### src/rtl/whack_pkg.sv
// Shared types and constants for the whack-a-mole round scheduler.
package whack_pkg;

    typedef enum logic [2:0] {
        IDLE   = 3'd0,
        GAP    = 3'd1,
        SHOW   = 3'd2,
        RESULT = 3'd3,
        DONE   = 3'd4
    } state_e;

    localparam int         DEF_GAP_CYCLES  = 200000;
    localparam int         DEF_SHOW_CYCLES = 500000;
    localparam int         DEF_ROUNDS      = 16;
    localparam logic [7:0] LFSR_MASK       = 8'hB8;

    // Galois step: shift right, fold the mask in when a one falls out.
    function automatic logic [7:0] lfsr_next(input logic [7:0] cur);
        lfsr_next = cur[0] ? ((cur >> 1) ^ LFSR_MASK) : (cur >> 1);
    endfunction

    function automatic logic [7:0] idx_to_onehot(input logic [2:0] idx);
        idx_to_onehot = 8'b0000_0001 << idx;
    endfunction

endpackage

### src/rtl/mole_lfsr.sv
// Free-running 8-bit Galois LFSR; exposes its low OUT_W bits.
module mole_lfsr
    import whack_pkg::*;
#(
    parameter logic [7:0] SEED  = 8'hA5,
    parameter int         OUT_W = 8
) (
    input  logic             clk_i,
    input  logic             rst_i,
    output logic [OUT_W-1:0] lfsr_o
);

    logic [7:0] lfsr_q;
    logic [7:0] lfsr_d;

    // next-state of the shift register
    always_comb begin
        lfsr_d = lfsr_next(lfsr_q);
    end

    // state register, seeded on reset
    always_ff @(posedge clk_i) begin
        if (rst_i) begin
            lfsr_q <= SEED;
        end else begin
            lfsr_q <= lfsr_d;
        end
    end

    assign lfsr_o = lfsr_q[OUT_W-1:0];

endmodule

### src/rtl/mole_round_sched.sv
// Whack-a-mole round scheduler: gap/show timing, mole pick, one verdict per round.
module mole_round_sched
    import whack_pkg::*;
#(
    parameter int         GAP_CYCLES  = DEF_GAP_CYCLES,
    parameter int         SHOW_CYCLES = DEF_SHOW_CYCLES,
    parameter int         ROUNDS      = DEF_ROUNDS,
    parameter logic [7:0] LFSR_SEED   = 8'hA5
) (
    input  logic       clk,
    input  logic       rst,
    input  logic       start,
    input  logic [7:0] btn,
    output logic [7:0] mole_onehot,
    output logic       hit_pulse,
    output logic       miss_pulse,
    output logic [4:0] round_cnt,
    output logic       busy,
    output logic       done
);

    localparam int MAX_CYC = (GAP_CYCLES > SHOW_CYCLES) ? GAP_CYCLES : SHOW_CYCLES;
    localparam int TW      = ($clog2(MAX_CYC) < 1) ? 1 : $clog2(MAX_CYC);
    localparam logic [TW-1:0] GAP_LOAD  = TW'(GAP_CYCLES - 1);
    localparam logic [TW-1:0] SHOW_LOAD = TW'(SHOW_CYCLES - 1);
    localparam logic [4:0]    LAST_RND  = 5'(ROUNDS);

    state_e        state_q, state_d;
    logic [TW-1:0] timer_q, timer_d;
    logic [4:0]    round_q, round_d;
    logic [7:0]    mole_q, mole_d;
    logic [2:0]    prev_q, prev_d;
    logic [7:0]    btn_q;
    logic          hit_q, hit_d;
    logic          miss_q, miss_d;
    logic          busy_q, busy_d;
    logic          done_q, done_d;
    logic [2:0]    lfsr_idx_s;
    logic [2:0]    pick_s;
    logic [7:0]    rise_s;

    mole_lfsr #(
        .SEED  (LFSR_SEED),
        .OUT_W (3)
    ) u_lfsr (
        .clk_i  (clk),
        .rst_i  (rst),
        .lfsr_o (lfsr_idx_s)
    );

    // next-state, timer, verdict and registered-output decode
    always_comb begin
        state_d = state_q;
        timer_d = timer_q;
        round_d = round_q;
        mole_d  = mole_q;
        prev_d  = prev_q;
        hit_d   = 1'b0;
        miss_d  = 1'b0;
        rise_s  = btn & ~btn_q;
        // Never repeat the previous mole; 3-bit add wraps 7 -> 0.
        pick_s  = (lfsr_idx_s == prev_q) ? (lfsr_idx_s + 3'd1) : lfsr_idx_s;

        case (state_q)
            IDLE: begin
                if (start) begin
                    state_d = GAP;
                    timer_d = GAP_LOAD;
                    round_d = 5'd0;
                end else begin
                    state_d = IDLE;
                end
            end
            GAP: begin
                if (timer_q == TW'(0)) begin
                    state_d = SHOW;
                    timer_d = SHOW_LOAD;
                    prev_d  = pick_s;
                    mole_d  = idx_to_onehot(pick_s);
                end else begin
                    timer_d = timer_q - TW'(1);
                end
            end
            SHOW: begin
                if ((rise_s & mole_q) != 8'd0) begin
                    hit_d   = 1'b1;
                    state_d = RESULT;
                    mole_d  = 8'd0;
                    round_d = round_q + 5'd1;
                end else if ((rise_s != 8'd0) || (timer_q == TW'(0))) begin
                    miss_d  = 1'b1;
                    state_d = RESULT;
                    mole_d  = 8'd0;
                    round_d = round_q + 5'd1;
                end else begin
                    timer_d = timer_q - TW'(1);
                end
            end
            RESULT: begin
                if (round_q == LAST_RND) begin
                    state_d = DONE;
                end else begin
                    state_d = GAP;
                    timer_d = GAP_LOAD;
                end
            end
            DONE: begin
                if (start) begin
                    state_d = GAP;
                    timer_d = GAP_LOAD;
                    round_d = 5'd0;
                end else begin
                    state_d = DONE;
                end
            end
            default: begin
                state_d = IDLE;
                mole_d  = 8'd0;
            end
        endcase

        busy_d = (state_d == GAP) || (state_d == SHOW) || (state_d == RESULT);
        done_d = (state_d == DONE);
    end

    // state, datapath and output registers
    always_ff @(posedge clk) begin
        if (rst) begin
            state_q <= IDLE;
            timer_q <= TW'(0);
            round_q <= 5'd0;
            mole_q  <= 8'd0;
            prev_q  <= 3'd0;
            btn_q   <= 8'd0;
            hit_q   <= 1'b0;
            miss_q  <= 1'b0;
            busy_q  <= 1'b0;
            done_q  <= 1'b0;
        end else begin
            state_q <= state_d;
            timer_q <= timer_d;
            round_q <= round_d;
            mole_q  <= mole_d;
            prev_q  <= prev_d;
            btn_q   <= btn;
            hit_q   <= hit_d;
            miss_q  <= miss_d;
            busy_q  <= busy_d;
            done_q  <= done_d;
        end
    end

    assign mole_onehot = mole_q;
    assign hit_pulse   = hit_q;
    assign miss_pulse  = miss_q;
    assign round_cnt   = round_q;
    assign busy        = busy_q;
    assign done        = done_q;

endmodule

### config.mk
export PLATFORM = sky130hd
export DESIGN_NAME = mole_round_sched
export DESIGN_NICKNAME = d
export VERILOG_FILES = /design/src/rtl/whack_pkg.sv /design/src/rtl/mole_lfsr.sv /design/src/rtl/mole_round_sched.sv
export SDC_FILE = /design/constraint.sdc
export NUM_CORES = 1
export LEC_CHECK = 0
export BUFFER_PORTS_ARGS = -buffer_cell sky130_fd_sc_hd__buf_4
export CORE_AREA = 2 2 96 98
export CTS_BUF_LIST = sky130_fd_sc_hd__clkbuf_4 sky130_fd_sc_hd__clkbuf_8 sky130_fd_sc_hd__clkbuf_16
export DETAILED_ROUTE_END_ITERATION = 10
export DIE_AREA = 0 0 98 100
export PLACE_DENSITY = 0.63
export SLEW_MARGIN = 10
export SYNTH_ARGS = -nofsm -noshare
export SYNTH_HDL_FRONTEND = slang
export SYNTH_SLANG_ARGS = --single-unit
### constraint.sdc
create_clock -name clk -period 3 [get_ports clk]
set_input_delay 0.6 -clock clk [delete_from_list [all_inputs] [get_ports clk]]
set_output_delay 0.6 -clock clk [all_outputs]
set_load 0.05 [all_outputs]
=== Word-level counts from Yosys, hierarchy flattened ===
Index checks and enable logic that the tools add are counted.

* Add/subtract/negate cells: 3
* $mul: 0
* Div/mod/pow operators: 0
* Order comparisons: 0
* Equality and inequality tests: 16
* Shifts and indexed selects: 1
* Multiplexer cells: 25
* Bitwise gates (word level): 6
* Reductions and logical operators: 17

{| class="wikitable"
|+ Operators with widths
! operator !! number
|-
| $mux W19 || 5
|-
| $pmux W19 S4 || 1
|-
| $mux W8 || 4
|-
| $pmux W8 S3 || 1
|-
| $logic_not A19 Y1 || 1
|-
| $sub A19 B1 Y19 const B || 1
|-
| $mux W3 || 6
|-
| $and A8 B8 Y8 || 2
|-
| $reduce_bool A8 Y1 || 2
|-
| $mux W5 || 3
|-
| $pmux W3 S5 || 1
|-
| $eq A3 B2 Y1 const B || 4
|-
| $pmux W5 S2 || 1
|-
| $ne A2 B2 Y1 const B || 4
|-
| $not A8 Y8 || 1
|-
| $shl A1 B3 Y8 const A || 1
|-
| $eq A3 B1 Y1 const B || 2
|-
| $eq A3 B3 Y1 const B || 2
|-
| $reduce_and A3 Y1 || 2
|-
| $reduce_or A3 Y1 || 2
|-
| $add A5 B1 Y5 const B || 1
|-
| $eq A5 B5 Y1 const B || 1
|-
| $reduce_and A5 Y1 || 1
|-
| $not A3 Y4 || 1
|-
| 12 further kinds || 18
|}

* Register bits: 58
* Latch bits: 0
* Bits in writable memories: 0
* ROM bits: 0
* Input port bits: 11
* Word-level logic and storage cells: 79
* Memories kept: 0

=== Logic depth before layout (Yosys ltp) ===
Gate-level depths: netlist of the first run.

* Word-level depth: 10
* Depth in mapped cells: 11

=== Hierarchy ===
Synthesis of the first run repeated with hierarchy kept, for this count alone.

* Cell total of the unflattened synthesis: 328
* Area total of the unflattened synthesis: 2854.0 um2

{| class="wikitable"
|+ By module, submodules not included
! module !! instances !! cells each !! area an instance (um2) !! sequential area each (um2)
|-
| mole_round_sched || 1 || 306 || 2600.0 || 1001.0
|-
| mole_lfsr || 1 || 22 || 254.0 || 160.2
|}

=== Worst setup path before layout of the first run ===
Ideal clock, no wire load.

* Path kind: input to register
* Start: in btn[5]
* End: reg timer_q[12]
* Arrival: 2366 ps
* Data required time: 2930 ps
* Setup slack: 564 ps
* Cell stages on the path: 7
* Path buffers: 1
* Path through: nor2b_1 -> nor4_2 -> a21oi_1 -> or3_4 -> buf_8 -> or4_1 -> a21oi_1

* Word-level cells in the longest chain between the ends: 5
* Elaborated cells between the ends (all ways): 8
* Classes of those cells: 2 x eq/ne; 2 x bitwise; 4 x reduce/logical

{| class="wikitable"
|+ Ends and longest elaborated chain
! what !! line !! source
|-
| start: declaration || mole_round_sched.sv:13 || <nowiki>input logic [7:0] btn,</nowiki>
|-
| $and A8 B8 Y8 * || mole_round_sched.sv:60 || <nowiki>rise_s = btn & ~btn_q;</nowiki>
|-
| $and A8 B8 Y8 / $reduce_bool A8 Y1 (equally long branches) || mole_round_sched.sv:85, mole_round_sched.sv:90 ||
|-
| $reduce_bool A8 Y1 / $logic_or A1 B1 Y1 (equally long branches) || mole_round_sched.sv:85, mole_round_sched.sv:90 ||
|-
| $ne A2 B2 Y1 (no line) || n/a ||
|-
| $reduce_and A5 Y1 (no line) * || n/a ||
|-
| end signal: assignment || mole_round_sched.sv:141 || <nowiki>timer_q <= timer_d;</nowiki>
|-
| end: declaration || mole_round_sched.sv:29 || <nowiki>logic [TW-1:0] timer_q, timer_d;</nowiki>
|}

Every way passes the cells marked *; elsewhere a longest branch is shown, timed or not.
A chain may end at the register's enable or synchronous reset.

=== Worst setup path after layout of the first run ===
* Start: reg timer_q[14]
* End: reg mole_q[5], in the netlist mole_onehot[5]

* Word-level cells in the longest chain between the ends: 4
* Elaborated cells between the ends (all ways): 5
* Classes of those cells: 2 x eq/ne; 3 x reduce/logical

{| class="wikitable"
|+ Ends and longest elaborated chain
! what !! line !! source
|-
| $logic_not A19 Y1 * || mole_round_sched.sv:75, mole_round_sched.sv:90 ||
|-
| $logic_or A1 B1 Y1 || mole_round_sched.sv:90 || <nowiki>end else if ((rise_s != 8'd0) || (timer_q == TW'(0))) begin</nowiki>
|-
| $ne A3 B3 Y1 (no line) || n/a ||
|-
| $reduce_and A3 Y1 (no line) * || n/a ||
|-
| end signal: assignment || mole_round_sched.sv:143 || <nowiki>mole_q <= mole_d;</nowiki>
|-
| end: declaration || mole_round_sched.sv:31 || <nowiki>logic [7:0] mole_q, mole_d;</nowiki>
|}

Marked as above.

==> results_dict.tcl, run 1 <==
set metrics [dict create \
    drt_first_pass_iters 4 \
    power.leakage_nw 1.303 \
    crit_type "reg2reg" \
    r2r_setup_slack_ns 0.35 \
    syn2layout_area_growth_pct 14.72 \
    postCtsResizedCells 0 \
    wl_met1_mm 3.077 \
    nets 392 \
    critPathBufInv 0 \
    critical_path.max_fanout 8 \
    yosysWarnings 0 \
    cts_tree "built" \
    crit_arrival_ns 2.87 \
    ys_ff_latch 58 \
    synthFlopType "dfxtp_1" \
    crit_path_start "timer_q[14]$_SDFFE_PP0P_" \
    vias 2540 \
    seq_area_sq_um 1161 \
    max_slew_margin_pct 61.76 \
    drtAntennaViolNets 0 \
    rows 35 \
    cts.sinks 58 \
    slowest_delay_ns 0.57 \
    whs_path_depth 1 \
    hold_violations 0 \
    antenna_found_initial 0 \
    rsz0062_at_grt "no" \
    dp_slack_ns 0.2113 \
    diodes 0 \
    grt.total_usage_pct 14.13 \
    min_path_type "reg2reg" \
    drive_above_1_share_pct 17.59 \
    start_util_pct 33.75 \
    drt_drc_violations_left 0 \
    clock_latency_ns 0.34 \
    cts_hold_buffers 0 \
    coreArea_sq_um 8890 \
    endpoint_kind "register" \
    cts-root-buf "clkbuf_8" \
    post-route-util_pct 38.72 \
    grt_overflow 0 \
    path_cells "or4_4, nor4_4, and2_1, o311a_1, mux2_1" \
    grt_max_degree 58 \
    path_clk_slew_ns 0.07 \
    worst-r2r-cell-count 5 \
    multi_input_area_sq_um 1700 \
    die-area_sq_um 9800 \
    fin_ws_ns 0.3541 \
    cp_top_family "simple AND/OR/NAND/NOR gates" \
    fillerInstances 924 \
    synth_edf_count 0 \
    status "complete, no violations" \
    period_share_pct 88.20 \
    syn-mean-instance-area_sq_um 8.573 \
    grt_pass1_wl_mm 11.34 \
    setup_viol 0 \
    maxClockFrequency_mhz 377.9 \
    fp.dieW_microns 98 \
    cp.depth 5 \
    wl_mm 6.572 \
    ys_seq_area_share_pct 38.70 \
    layoutNonFillerInstCount 492 \
    die_h_microns 100 \
    ys_async_sr_fraction_pct 0 \
    fin_crit_ns 2.646 \
    synth.cell_area_sq_um 3000 \
    synth_cell_type_count 62 \
    place.gp.congestion 0.8338 \
    clockBufferDepth 2 \
    htreeDepth 3 \
    synthCells 350 \
    crit_end "mole_onehot[5]$_SDFFE_PP0P_" \
    synth_nets 366 \
    crit_path_start_kind "register" \
    finalMaxSlewViolations 0 \
    finalSetupTns_ns 0 \
    timing.hold.ws_ns 0.4216 \
    critical_path_required_ns 3.22 \
    dp_cells 476 \
    wl_met2_mm 3.065 \
    wl_per_cell_microns 13.36 \
    top_layer "met4" \
    io_buffers 27 \
    hpwlAfterDp_mm 4.715 \
    wl_met3_microns 362 \
    postCtsSetupBuffers 0 \
    power.density_nw_per_um2 549.5 \
    clock_skew_ns 0.01158 \
    tightest_slew_ns 0.5736 \
    cts_inserted_buffers 9 \
    worst_r2r_endpoint "mole_onehot[5]$_SDFFE_PP0P_" \
    first_iter_violations 105 \
    boundaryPins 28 \
    maxCapViolations 0 \
    peakVddDrop_mv 0.2313 \
    viasPerCell 5.163 \
    slowest_stage "or4_4" \
    grt_pass1_vias 2436 \
    r2r_start "timer_q[14]$_SDFFE_PP0P_" \
]
-- flip-flops by register name (all words and copies together) (netlist names) --
name           count
state_q            3
busy               1
done               1
u_lfsr.lfsr_q      8
hit_pulse          1
mole_onehot        8
timer_q           19
prev_q             3
miss_pulse         1
btn_q              8
round_cnt          5
-- stage by stage --
stage / instance area, sq um / total power (W)
final: 3442 / 0.001891
after global routing: 3442 / 0.002000
after CTS: 3442 / 0.001909
after detailed placement: 3267 / 0.001264
after global placement: 3267 / 0.001259
after floorplan: 3000 / 0.001182
-- cell usage in the layout (no fill, tap or decap), drive strengths merged, types with 11 or more instances in the layout --
master  count
nand3      11
a21oi      22
nor3       18
buf        31
nor2b      24
dfxtp      58
nand2      24
o21ai      16
clkbuf     11
nor2       31
-- report_power, final --
| group | internal, W | switching (W) | leakage (nW) | total [W] |
|---|---|---|---|---|
| logic | 0.000156 | 0.000219 | 0.738 | 0.000375 |
| registers | 0.000819 | 0.0000539 | 0.476 | 0.000873 |
| clock network | 0.000327 | 0.000317 | 0.0885 | 0.000644 |
| total | 0.00130 | 0.000590 | 1.30 | 0.00189 |
-- cells by family (layout without fill, tap and decap cells) --
logic type | count (synthesis) | count (layout) | share of synthesized area [%]
simple gates | 165 | 165 | 31.49
compound gates | 74 | 74 | 15.64
flops | 58 | 58 | 38.70
buf+inv | 25 | 56 | 4.628
mux | 13 | 13 | 4.545
xor+xnor | 10 | 10 | 2.919
fa+ha+maj | 5 | 5 | 2.085
-- final cells by class --
type / count / share of cell area, %
well taps: 111 / 4.035
clock inverters: 5 / 0.8724
clock buffers: 11 / 4.217
multi-input cells: 267 / 49.40
flip-flops and latches: 58 / 33.73
repair buffers: 31 / 6.761
inverters: 9 / 0.9815
-- Yosys cell counts (8+ instances only) --
library cell | n | area share [%]
a21oi_1 | 21 | 3.5
clkbuf_1 | 8 | 1.0
dfxtp_1 | 58 | 39
inv_1 | 8 | 1.0
mux2i_1 | 8 | 2.7
nand2_1 | 23 | 2.9
nand2b_1 | 8 | 1.7
nand3_1 | 10 | 1.7
nor2_1 | 31 | 3.9
nor2b_1 | 24 | 5.0
nor3_1 | 18 | 3.0
o21ai_0 | 9 | 1.5
-- how the worst min path moves through the flow --
| stage | startpoint | endpoint | slack (ns) |
|---|---|---|---|
| 3_3_place_gp | u_lfsr.lfsr_q[3]$_SDFF_PP0_ | u_lfsr.lfsr_q[2]$_SDFF_PP1_ | 0.40 |
| 6_report | u_lfsr.lfsr_q[3]$_SDFF_PP0_ | u_lfsr.lfsr_q[2]$_SDFF_PP1_ | 0.42 |
| 5_1_grt | u_lfsr.lfsr_q[3]$_SDFF_PP0_ | u_lfsr.lfsr_q[2]$_SDFF_PP1_ | 0.45 |
| 2_1_floorplan | u_lfsr.lfsr_q[3]$_SDFF_PP0_ | u_lfsr.lfsr_q[2]$_SDFF_PP1_ | 0.39 |
| 4_1_cts | u_lfsr.lfsr_q[3]$_SDFF_PP0_ | u_lfsr.lfsr_q[2]$_SDFF_PP1_ | 0.43 |
| 3_5_place_dp | u_lfsr.lfsr_q[3]$_SDFF_PP0_ | u_lfsr.lfsr_q[2]$_SDFF_PP1_ | 0.40 |
-- per-layer routing --
metal  up-vias  track usage (%)
li1       1310                -
met2        55            23.39
met5         -                0
met1      1169            17.25
met4         0            5.021
met3         6            4.666
(Power assumes the default switching activity.)
==> run 2: changes to the inputs <==
--- a/config.mk
+++ b/config.mk
@@ -10,7 +10,7 @@
 export CTS_BUF_LIST = sky130_fd_sc_hd__clkbuf_4 sky130_fd_sc_hd__clkbuf_8 sky130_fd_sc_hd__clkbuf_16
 export DETAILED_ROUTE_END_ITERATION = 10
 export DIE_AREA = 0 0 98 100
-export PLACE_DENSITY = 0.63
+export PLACE_DENSITY = 0.65
 export SLEW_MARGIN = 10
 export SYNTH_ARGS = -nofsm -noshare
 export SYNTH_HDL_FRONTEND = slang
==> constraint.sdc (replaced) <==
create_clock -name clk -period 2.4 [get_ports clk]
set_input_delay 0.48 -clock clk [delete_from_list [all_inputs] [get_ports clk]]
set_output_delay 0.48 -clock clk [all_outputs]
set_load 0.05 [all_outputs]
==> run 2 against run 1 <==
  * Setup slack got worse by 0.24 ns
  * Fmax grew 16%
  * Register-to-register slack worse by 0.24 ns
  * Combinational power rose by 48%
  * Via count rose by 5.0%
  * Sequential share of layout area down 2.0 points
  * Cell count rose by 4.5%
  * Sequential cell count is the same
  * Clock power up 44%
  * Utilization grew 2.6 points
  * Wire length is 5.3% higher
  * Clock skew shrank 0.0041 ns
  * Critical path type unchanged
  * Largest cell class unchanged
  * Highest routed layer unchanged
==> results_dict.tcl, run 2 (same netlist as run 1, synthesis figures left out) <==
set metrics [dict create \
    place.gp.congestion 0.8402 \
    fin_crit_ns 2.281 \
    clkPwrFrac_pct 36.2 \
    met3_usage_pct 3.064 \
    p_sw_w 0.0007574 \
    hpwlAfterDp_mm 5.075 \
    antenna_found_initial 0 \
    p_int_w 0.001801 \
    io_buffers 27 \
    grt_max_degree 58 \
    rows 35 \
    seq_area_sq_um 1164 \
    max_slew_margin_pct 61.20 \
    grt.busiest_layer "met2" \
    cts_hold_buffers 0 \
    cp_top_family "simple AND/OR/NAND/NOR gates" \
    status "complete, no violations" \
    peakVddDrop_mv 0.3237 \
    path_clk_slew_ns 0.07 \
    first_iter_violations 97 \
    clock_latency_ns 0.34 \
    cts_tree "built" \
    boundaryPins 28 \
    dp_slack_ns 0.01648 \
    hold_violations 0 \
    period_share_pct 95.05 \
    diodes 0 \
    critical_path_required_ns 2.66 \
    viasPerCell 5.191 \
    slowest_stage "or4_4" \
    htreeDepth 3 \
    min_path_type "in2reg" \
    maxCapViolations 0 \
    clockBufferDepth 2 \
    mostFrequentLayoutCells "56 x dfxtp_1, 53 x buf_4, 31 x nor2_1, 24 x nor2b_1, 23 x nand2_1" \
    critPathBufInv 2 \
    critical_path.max_fanout 12 \
    grt_pass1_wl_mm 12.03 \
    cts-root-buf "clkbuf_8" \
    grt_use_met2_pct 24.92 \
    finalSetupTns_ns 0 \
    drtAntennaViolNets 0 \
    tightest_slew_ns 0.5820 \
    wl_mm 6.923 \
    power.density_nw_per_um2 696.7 \
    crit_type "reg2reg" \
    cts.sinks 58 \
    drt_first_pass_iters 4 \
    fp.dieW_microns 98 \
    die_h_microns 100 \
    combPwrFrac_pct 21.7 \
    largest_register "timer_q" \
    largest_register_ffs 19 \
    p_sw_share_pct 29.60 \
    power_w 0.002559 \
    endpoint_kind "register" \
    worst-r2r-cell-count 8 \
    syn2layout_area_growth_pct 22.39 \
    cts_inserted_buffers 9 \
    grt.total_usage_pct 15.04 \
    coreArea_sq_um 8890 \
    whs_path_depth 2 \
    die-area_sq_um 9800 \
    fillerInstances 894 \
    crit_top_cell "buf_4" \
    nets 415 \
    clock_skew_ns 0.007455 \
    wl_per_cell_microns 13.47 \
    power.leakage_nw 1.440 \
    cp.depth 8 \
    drt_drc_violations_left 0 \
    path_cells "or4_4, nor4_4, buf_4, and3_1, nor3_1, buf_4, a211o_1, o31ai_1" \
    rsz0062_at_grt "no" \
    grt_use_met1_pct 18.69 \
    final_common_cell "dfxtp_1" \
    multi_input_area_sq_um 1724 \
    finalMaxSlewViolations 0 \
    crit_path_start_kind "register" \
    setup_viol 0 \
    fin_ws_ns 0.1187 \
    start_util_pct 33.75 \
    grt_overflow 0 \
    crit_arrival_ns 2.54 \
    grt_pass1_vias 2605 \
    maxClockFrequency_mhz 438.4 \
    seqPwrFrac_pct 42.2 \
    drive_above_1_share_pct 23.57 \
    vias 2668 \
    slowest_delay_ns 0.56 \
]
==> run 2: cell types whose count changed in the layout (fill, tap and decap cells not counted), sizes merged <==
| cell | change |
|---|---|
| buf | +23 |
| bufinv | +1 |
| clkinvlp | -1 |
| clkinv | -1 |
==> run 2: area by class of cell <==
cell class	instances	area share, %
clock inverter	4	1.397
tap	111	3.782
multi-input combinational	267	46.95
timing repair buffer	54	11.14
inverter	9	0.9199
clock buffer	11	4.123
sequential	58	31.69
==> run 2: worst reg2reg max path, delay by kind of cell (launching register included) <==
| kind | cells | cell delay, ns |
|---|---|---|
| simple gates | 4 | 1.19 |
| flops | 1 | 0.34 |
| compound gates | 2 | 0.32 |
| buf+inv | 2 | 0.35 |
==> run 2: per-stage QoR <==
step / util, % / hold WS, ns / cell area [sq um] / cells
floorplan: - / 0.3895 / 3002 / 350
global placement: 38.62 / 0.3939 / 3433 / 498
detailed placement: 38.62 / 0.3994 / 3433 / 498
CTS: 40.90 / 0.3438 / 3636 / 513
global route: 41.31 / 0.3583 / 3672 / 514
finish: 41.31 / 0.3543 / 3672 / 514
==> run 2: worst paths after layout <==
kind | start | endpoint | slack (ns)
max | timer_q[10]$_SDFFE_PP0P_ | timer_q[18]$_SDFFE_PP0P_ | 0.12
min | btn[1] | btn_q[1]$_SDFF_PP0_ | 0.35
max reg2reg | timer_q[10]$_SDFFE_PP0P_ | timer_q[18]$_SDFFE_PP0P_ | 0.12
min reg2reg | u_lfsr.lfsr_q[3]$_SDFF_PP0_ | u_lfsr.lfsr_q[2]$_SDFF_PP1_ | 0.41
==> run 2: power by group through the flow <==
stage | clock, W | combinational (W) | sequential, W
CTS | 0.000940 | 0.000535 | 0.00108
global route | 0.000987 | 0.000617 | 0.00109
global placement | 0 | 0.000525 | 0.00110
finish | 0.000925 | 0.000554 | 0.00108
floorplan | 0 | 0.000378 | 0.00110
detailed placement | 0 | 0.000532 | 0.00110
==> run 2: per-layer routing <==
metal | part of all wire [%] | wire, microns
met1 | 47 | 3265
met2 | 48 | 3315
met3 | 2.8 | 197
met4 | 2.1 | 144
met5 | 0 | 0
==> run 2: repair_timing <==
action | CTS | global route
buffers inserted | 0 | 1
setup endpoints to repair | 0 | 11
gates resized for setup | 0 | 7
